<file path="src/rtl/bcd_pkg.sv">
// Shared BCD digit type, digit limits and load sanitising helper.
package bcd_pkg;

   typedef logic [3:0] bcd_digit_t;

   localparam bcd_digit_t BCD_MAX = 4'd9;
   localparam bcd_digit_t BCD_MIN = 4'd0;

   // Non-decimal nibbles collapse to zero so the counter only ever holds valid BCD.
   function automatic bcd_digit_t bcd_sanitize(input bcd_digit_t d);
      return (d > BCD_MAX) ? BCD_MIN : d;
   endfunction

endpackage

</file>
<file path="src/rtl/bcd_digit_step.sv">
// Combinational single-digit BCD step; c_out flags a 9->0 (up) or 0->9 (down) wrap.
module bcd_digit_step
   import bcd_pkg::*;
(
   input  bcd_digit_t d,
   input  logic       dir,
   input  logic       step_en,
   output bcd_digit_t q,
   output logic       c_out
);

   always_comb begin
      q     = d;
      c_out = 1'b0;
      if (step_en) begin
         if (d > BCD_MAX) begin
            q = BCD_MIN;
         end else if (dir) begin
            if (d == BCD_MAX) begin
               q     = BCD_MIN;
               c_out = 1'b1;
            end else begin
               q = d + 4'd1;
            end
         end else begin
            if (d == BCD_MIN) begin
               q     = BCD_MAX;
               c_out = 1'b1;
            end else begin
               q = d - 4'd1;
            end
         end
      end
   end

endmodule

</file>
<file path="src/rtl/bcd_cascade_counter.sv">
// Registered multi-digit BCD up/down counter with terminal-count pulse.
// Define BCD_CNT_SATURATE_EN to hold at the terminal value instead of wrapping.
module bcd_cascade_counter
   import bcd_pkg::*;
#(
   parameter int unsigned DIGITS = 2
)(
   input  logic                  clk,
   input  logic                  rst_n,
   input  logic                  en,
   input  logic                  dir,
   input  logic                  load,
   input  logic [4*DIGITS-1:0]   load_val,
   output logic [4*DIGITS-1:0]   count,
   output logic                  cout
);

   logic [DIGITS:0]     step_en;
   logic [DIGITS-1:0]   carry;
   logic [4*DIGITS-1:0] next_count;

   assign step_en[0] = en;

   // step_en[DIGITS] is the carry out of the top digit, i.e. the terminal wrap.
   genvar i;
   generate
      for (i = 0; i < DIGITS; i++) begin : g_digit
         bcd_digit_step u_step (
            .d       (count[4*i +: 4]),
            .dir     (dir),
            .step_en (step_en[i]),
            .q       (next_count[4*i +: 4]),
            .c_out   (carry[i])
         );
         assign step_en[i+1] = step_en[i] & carry[i];
      end
   endgenerate

   always_ff @(posedge clk or negedge rst_n) begin
      if (!rst_n) begin
         count <= '0;
         cout  <= 1'b0;
      end else if (load) begin
         for (int unsigned k = 0; k < DIGITS; k++) begin
            count[4*k +: 4] <= bcd_sanitize(load_val[4*k +: 4]);
         end
         cout <= 1'b0;
      end else if (en) begin
`ifdef BCD_CNT_SATURATE_EN
         if (!step_en[DIGITS]) begin
            count <= next_count;
         end
         cout <= step_en[DIGITS];
`else
         count <= next_count;
         cout  <= step_en[DIGITS];
`endif
      end else begin
         cout <= 1'b0;
      end
   end

endmodule

</file>
<file path="config.mk">
export PLATFORM = sky130hd
export DESIGN_NAME = bcd_cascade_counter
export DESIGN_NICKNAME = d
export VERILOG_FILES = /design/src/rtl/bcd_pkg.sv /design/src/rtl/bcd_digit_step.sv /design/src/rtl/bcd_cascade_counter.sv
export SDC_FILE = /design/constraint.sdc
export NUM_CORES = 1
export LEC_CHECK = 0
export ABC_CLOCK_PERIOD_IN_PS = 3820
export BUFFER_PORTS_ARGS = -buffer_cell sky130_fd_sc_hd__buf_4
export CAP_MARGIN = 20
export CORE_MARGIN = 2
export CORE_UTILIZATION = 54
export CTS_CLUSTER_DIAMETER = 80
export CTS_CLUSTER_SIZE = 8
export DETAILED_ROUTE_END_ITERATION = 8
export PLACE_DENSITY = 0.82
export SLEW_MARGIN = 20
export SYNTH_ARGS = -nofsm -noshare
export SYNTH_HDL_FRONTEND = slang
export SYNTH_SLANG_ARGS = --single-unit
</file>
<file path="constraint.sdc">
create_clock -name clk -period 3.82 [get_ports clk]
set_input_delay 0.955 -clock clk [delete_from_list [all_inputs] [get_ports clk]]
set_output_delay 0.955 -clock clk [all_outputs]
set_load 0.02 [all_outputs]
</file>
[Word-level counts from Yosys, hierarchy flattened]
Cells that the tools add are included.
Word-level totals
  bits of input ports: 13
  bits in registers: 9
Operators by class
  bitwise gates (word level): 2
  order comparisons: 4
  eq/ne operators: 2
  multiplexer cells: 25
  add/sub/neg operators: 4
  reductions and logical operators: 5
Operators by type and width (count)
  $mux 4: 11
  $gt 4x4->1 const B: 4
  $mux 8: 2
  $mux 1: 12
  $add 4x1->4 const B: 2
  $eq 4x4->1 const B: 2
  $logic_not 4->1: 2
  $sub 4x1->4 const B: 2
  $reduce_bool 2->1: 2
  $and 1x1->1: 2
  $reduce_and 2->1: 1

[Logic depth before layout (Yosys ltp)]
  word-level depth: 10
  depth in mapped cells: 5

[Modules after synthesis]
A second synthesis with hierarchy kept.
Second synthesis, totals
  cell total of the unflattened synthesis: 111
  area total of the unflattened synthesis: 900.9 sq um
Modules (own cells, without submodules)
  bcd_cascade_counter: instances 1, cells an instance 37, area an instance 452.9 sq um
  bcd_digit_step: instances 2, cells an instance 37, area an instance 224.0 sq um

[Least setup slack after synthesis]
Ideal clock, no wire load.
  path kind: input-to-reg
  start: input port dir
  end: register count[6]
  setup time: 96 ps
  data arrival time: 1755 ps
  path slack: 1969 ps
  stages on the path: 4
  data required time: 3724 ps
  cell sequence: or4_1 > nor2_1 > nor3b_1 > o32ai_2
Between the ends
  longest elaborated chain between the ends: 6
  elaborated cells on any way between the ends: 11
  those cells by class: mux: 8; bitwise: 1; reduce/logical: 2
Ends and longest elaborated chain
  start: declaration: line bcd_cascade_counter.sv:11  | input logic dir,
  $mux 1: line bcd_digit_step.sv:18  | end else if (dir) begin
  $mux 1: line bcd_digit_step.sv:16  | if (d > BCD_MAX) begin
  $mux 1: line bcd_digit_step.sv:15  | if (step_en) begin
  $and 1x1->1: line bcd_cascade_counter.sv:35  | assign step_en[i+1] = step_en[i] & carry[i];
  $reduce_bool 2->1 (no source line)
  $reduce_and 2->1 (no source line)
  end signal: indexed assignment: line bcd_cascade_counter.sv:45  | count[4*k +: 4] <= bcd_sanitize(load_val[4*k +: 4]);
  end signal: assignment: line bcd_cascade_counter.sv:55  | count <= next_count;
  end: declaration: line bcd_cascade_counter.sv:14  | output logic [4*DIGITS-1:0] count,
Parallel ways exist; a longest one is shown, timed or not. The select of a mux whose other input is x is not followed.
A chain may end at the register's enable or synchronous reset.

[Final worst setup path]
  start: register count[4]
  end: output port count[4]
No word-level cell between the ends.

==> key figures <==
Synth
  – Post-Syn Area per Cell: ~8.4 um^2
  – Main synth FF type: dfrtp_1
  – Largest cells by area after synthesis: dfrtp_1 (29%), nand3_1 (4.4%), o32ai_2 (4.1%)
  – Ys async rst share: 100%
  – Xor and xnor area share after synthesis: ~3.3%
  – Mapped Cells: 94
  – Synth cell types: 43
  – Post-synthesis adder-cell area fraction: 0%
  – Most frequent cell after synthesis: dfrtp_1
  – Proportion of synthesized area in mux cells: 2.69%
  – Net Count, Synth: 107
  – Main combinational cell family by area after synthesis: compound AO/OA/AOI/OAI gates
  – Yosys reg bits: 9
  – Sequential share of the synthesized area: 28.5%
  – Number of synthesized flops with an enable pin: 0
  – Syn Std Cell Area: 790 um^2
  – Post-Synth Simple-Gate Area: between 20% and 30%
  – List of most frequent post-synthesis cells: dfrtp_1 (9), nand3_1 (7), nor2_1 (7), o21ai_0 (6)
  – Yosys warnings: 0
  – Synth Area in Compound Gates: 29.6%
  – Largest area contributor in the netlist: dfrtp_1
  – Share of Yosys cell area claimed by the top area cell type: between 20% and 30%

Timing
  – Fin. Hold Viols: 0
  – Max Clk Rate: between 400 and 500 MHz
  – Max-slew violations: 0
  – Max_slew headroom: 56.2%
  – Minimum clock period: around 2000 ps
  – Fin Clk Skew: just over 4 ps
  – RSZ-0062 raised after global routing: false
  – Worst-margin pin slew: 641 ps
  – Crit share post-route: between 50% and 60%
  – Hold WS: ~500 ps
  – Setup TNS: 0 ps
  – Final setup vio count: 0

CTS
  – Reg clk slew, reported paths: around 60 ps
  – CTS tree: yes
  – CTS max path bufs: 2
  – Clk root buf: clkbuf_4
  – Total CTS buffers: 3
  – Htree depth: 1
  – PostCTS Resize Cnt: 0
  – # clock sinks: 9
  – Clock insertion delay at the later pin of the skew report: around 260 ps
  – Hold Buf Count CTS: 0
  – Post-CTS Setup Inserts: 0

Setup path
  – Critical path required time: approximately 2900 ps
  – Crit-path max FO: 13
  – CP Depth: 1
  – Worst path arrival time: between 1000 and 1500 ps
  – Crit Reg-Reg Endpoint: count[1]
  – Delay-heaviest family, CP: flip-flops
  – CP Capture Point: count[4]
  – Crit path launch type: flop
  – Worst setup EP type: output pin
  – Crit path launch: count[4]
  – CP max-delay cell: dfrtp_1
  – Worst R2R Setup Slack: 2100 ps
  – Crit path buffers/inverters: 1
  – WS Path Type: reg2out
  – Sequence of cells on the critical path: buf_4
  – Crit-path max cell delay: 580 ps
  – Worst r2r path cells: 4
  – Reg2Reg Launch Point: count[1]

Floorplan
  – Initial Util: 59.2%
  – Total die area: between 0.0015 and 0.002 mm^2
  – # IOs: 22
  – Die W: 42.2 um
  – FP Rows: 13
  – Core Region: between 0.001 and 0.0015 mm^2
  – Chip height: around 42 um

Detailed routing
  – Routed wl met3: 85 um
  – Post-route ant nets: 0
  – Routed length on met1: ~840 um
  – Top routing layer in use: met3
  – # DRC: 0
  – WL final: 1620 um
  – Drt initial violations: 14
  – Drt wl/cell: 13.0 um
  – DRT Pass-1 Iters: 4
  – Via count: about 740
  – Vias per inst: 5.95
  – WL met2: a little under 700 um

Layout
  – Final core occ: 70.9%
  – Area delta synth->final: 19.8%
  – Share of layout cells above drive strength 1: a little under 30%
  – Ant diodes: 0
  – Post-route insts no fill: 125
  – Nets: approximately 120
  – Fillers: 107

Global route
  – Remaining Overflow, GRT: 0
  – Vias in the first global route: approximately 700
  – Total GRT Usage: slightly above 20%
  – Pin count of the biggest net entering global routing: 18
  – First-pass GRT wire length: roughly 2800 um
  – Initial antenna violation count: 0

Job
  – Max_cap viols: 0

Pwr
  – P_leak: around 0.40 nW
  – VDD IR max: around 0.00032 V
  – Overall power: roughly 0.31 mW
  – Pwr Density: 323 mW/mm^2

Place
  – Gp weighted congestion: a little over 0.8
  – Dpl hpwl: between 1000 and 1500 um
  – IO buf count: 21
  – Cell total after placement: around 120

Run status
  – Status: finished, final reports clean

Min path
  – Worst min path class: in2async
-- per-layer routing --
metal / GRT usage [%] / vias up
met5: 0 / -
met4: 6.25 / 0
met3: 4.31 / 0
met2: 28.6 / 22
met1: 31.8 / 341
li1: - / 381
-- through the flow --
step                area [um^2]  setup slack, ps
finish                      946             1800
detailed placement          918             1730
CTS                         946             1800
global route                946             1740
global placement            918             1750
floorplan                   790             1970
-- flip-flops by register name, summed over array words and instances (netlist names) --
name and cells:
cout 1, count 8
-- worst min path at each step --
stage | end | slack, ps | cells past startpoint
6_report | count[4] | 500 | 1
5_1_grt | cout | 500 | 1
4_1_cts | cout | 500 | 1
3_5_place_dp | cout | 660 | 2
3_3_place_gp | cout | 640 | 2
2_1_floorplan | count[0] | 660 | 0
-- report_power, final --
group,switching [mW],total (mW),internal [mW]
logic,0.0507,0.104,0.0528
clock network,0.0336,0.0722,0.0386
registers,0.0255,0.130,0.104
total,0.110,0.305,0.196
-- kinds of logic (layout without fill, tap and decap cells) --
| group | after synthesis | count (layout) |
|---|---|---|
| compound gates | 29 | 29 |
| xor+xnor | 3 | 3 |
| simple gates | 40 | 40 |
| mux | 2 | 2 |
| flops | 9 | 9 |
| buf+inv | 11 | 27 |
-- cell usage in the layout, fill, tap and decap left out, types with 2 or more instances in the layout --
| cell | Yosys | layout |
|---|---|---|
| buf_4 | 0 | 21 |
| dfrtp_1 | 9 | 9 |
| nand3_1 | 7 | 7 |
| nor2_1 | 7 | 7 |
| o21ai_0 | 6 | 6 |
| a21oi_1 | 5 | 5 |
| nand2_1 | 4 | 4 |
| or3_1 | 3 | 3 |
| xnor2_1 | 3 | 3 |
| nor2b_1 | 3 | 3 |
| clkbuf_4 | 0 | 3 |
| a2111oi_0 | 2 | 2 |
| inv_1 | 2 | 2 |
| nor3_1 | 2 | 2 |
| o32ai_2 | 2 | 2 |
| a21o_1 | 2 | 2 |
| nand2b_1 | 2 | 2 |
| and2_1 | 2 | 2 |
| a211oi_1 | 2 | 2 |
-- area by class of cell --
cell class	instances	area, um^2	area share (%)
clock buffers	3	22.5	2.38
clock inverters	1	5.00	0.529
inverters	2	7.51	0.794
flip-flops and latches	9	225	23.8
well taps	15	18.8	1.98
repair buffers	21	158	16.7
multi-input cells	74	509	53.8
No activity file was read; power rests on OpenSTA's default activity.
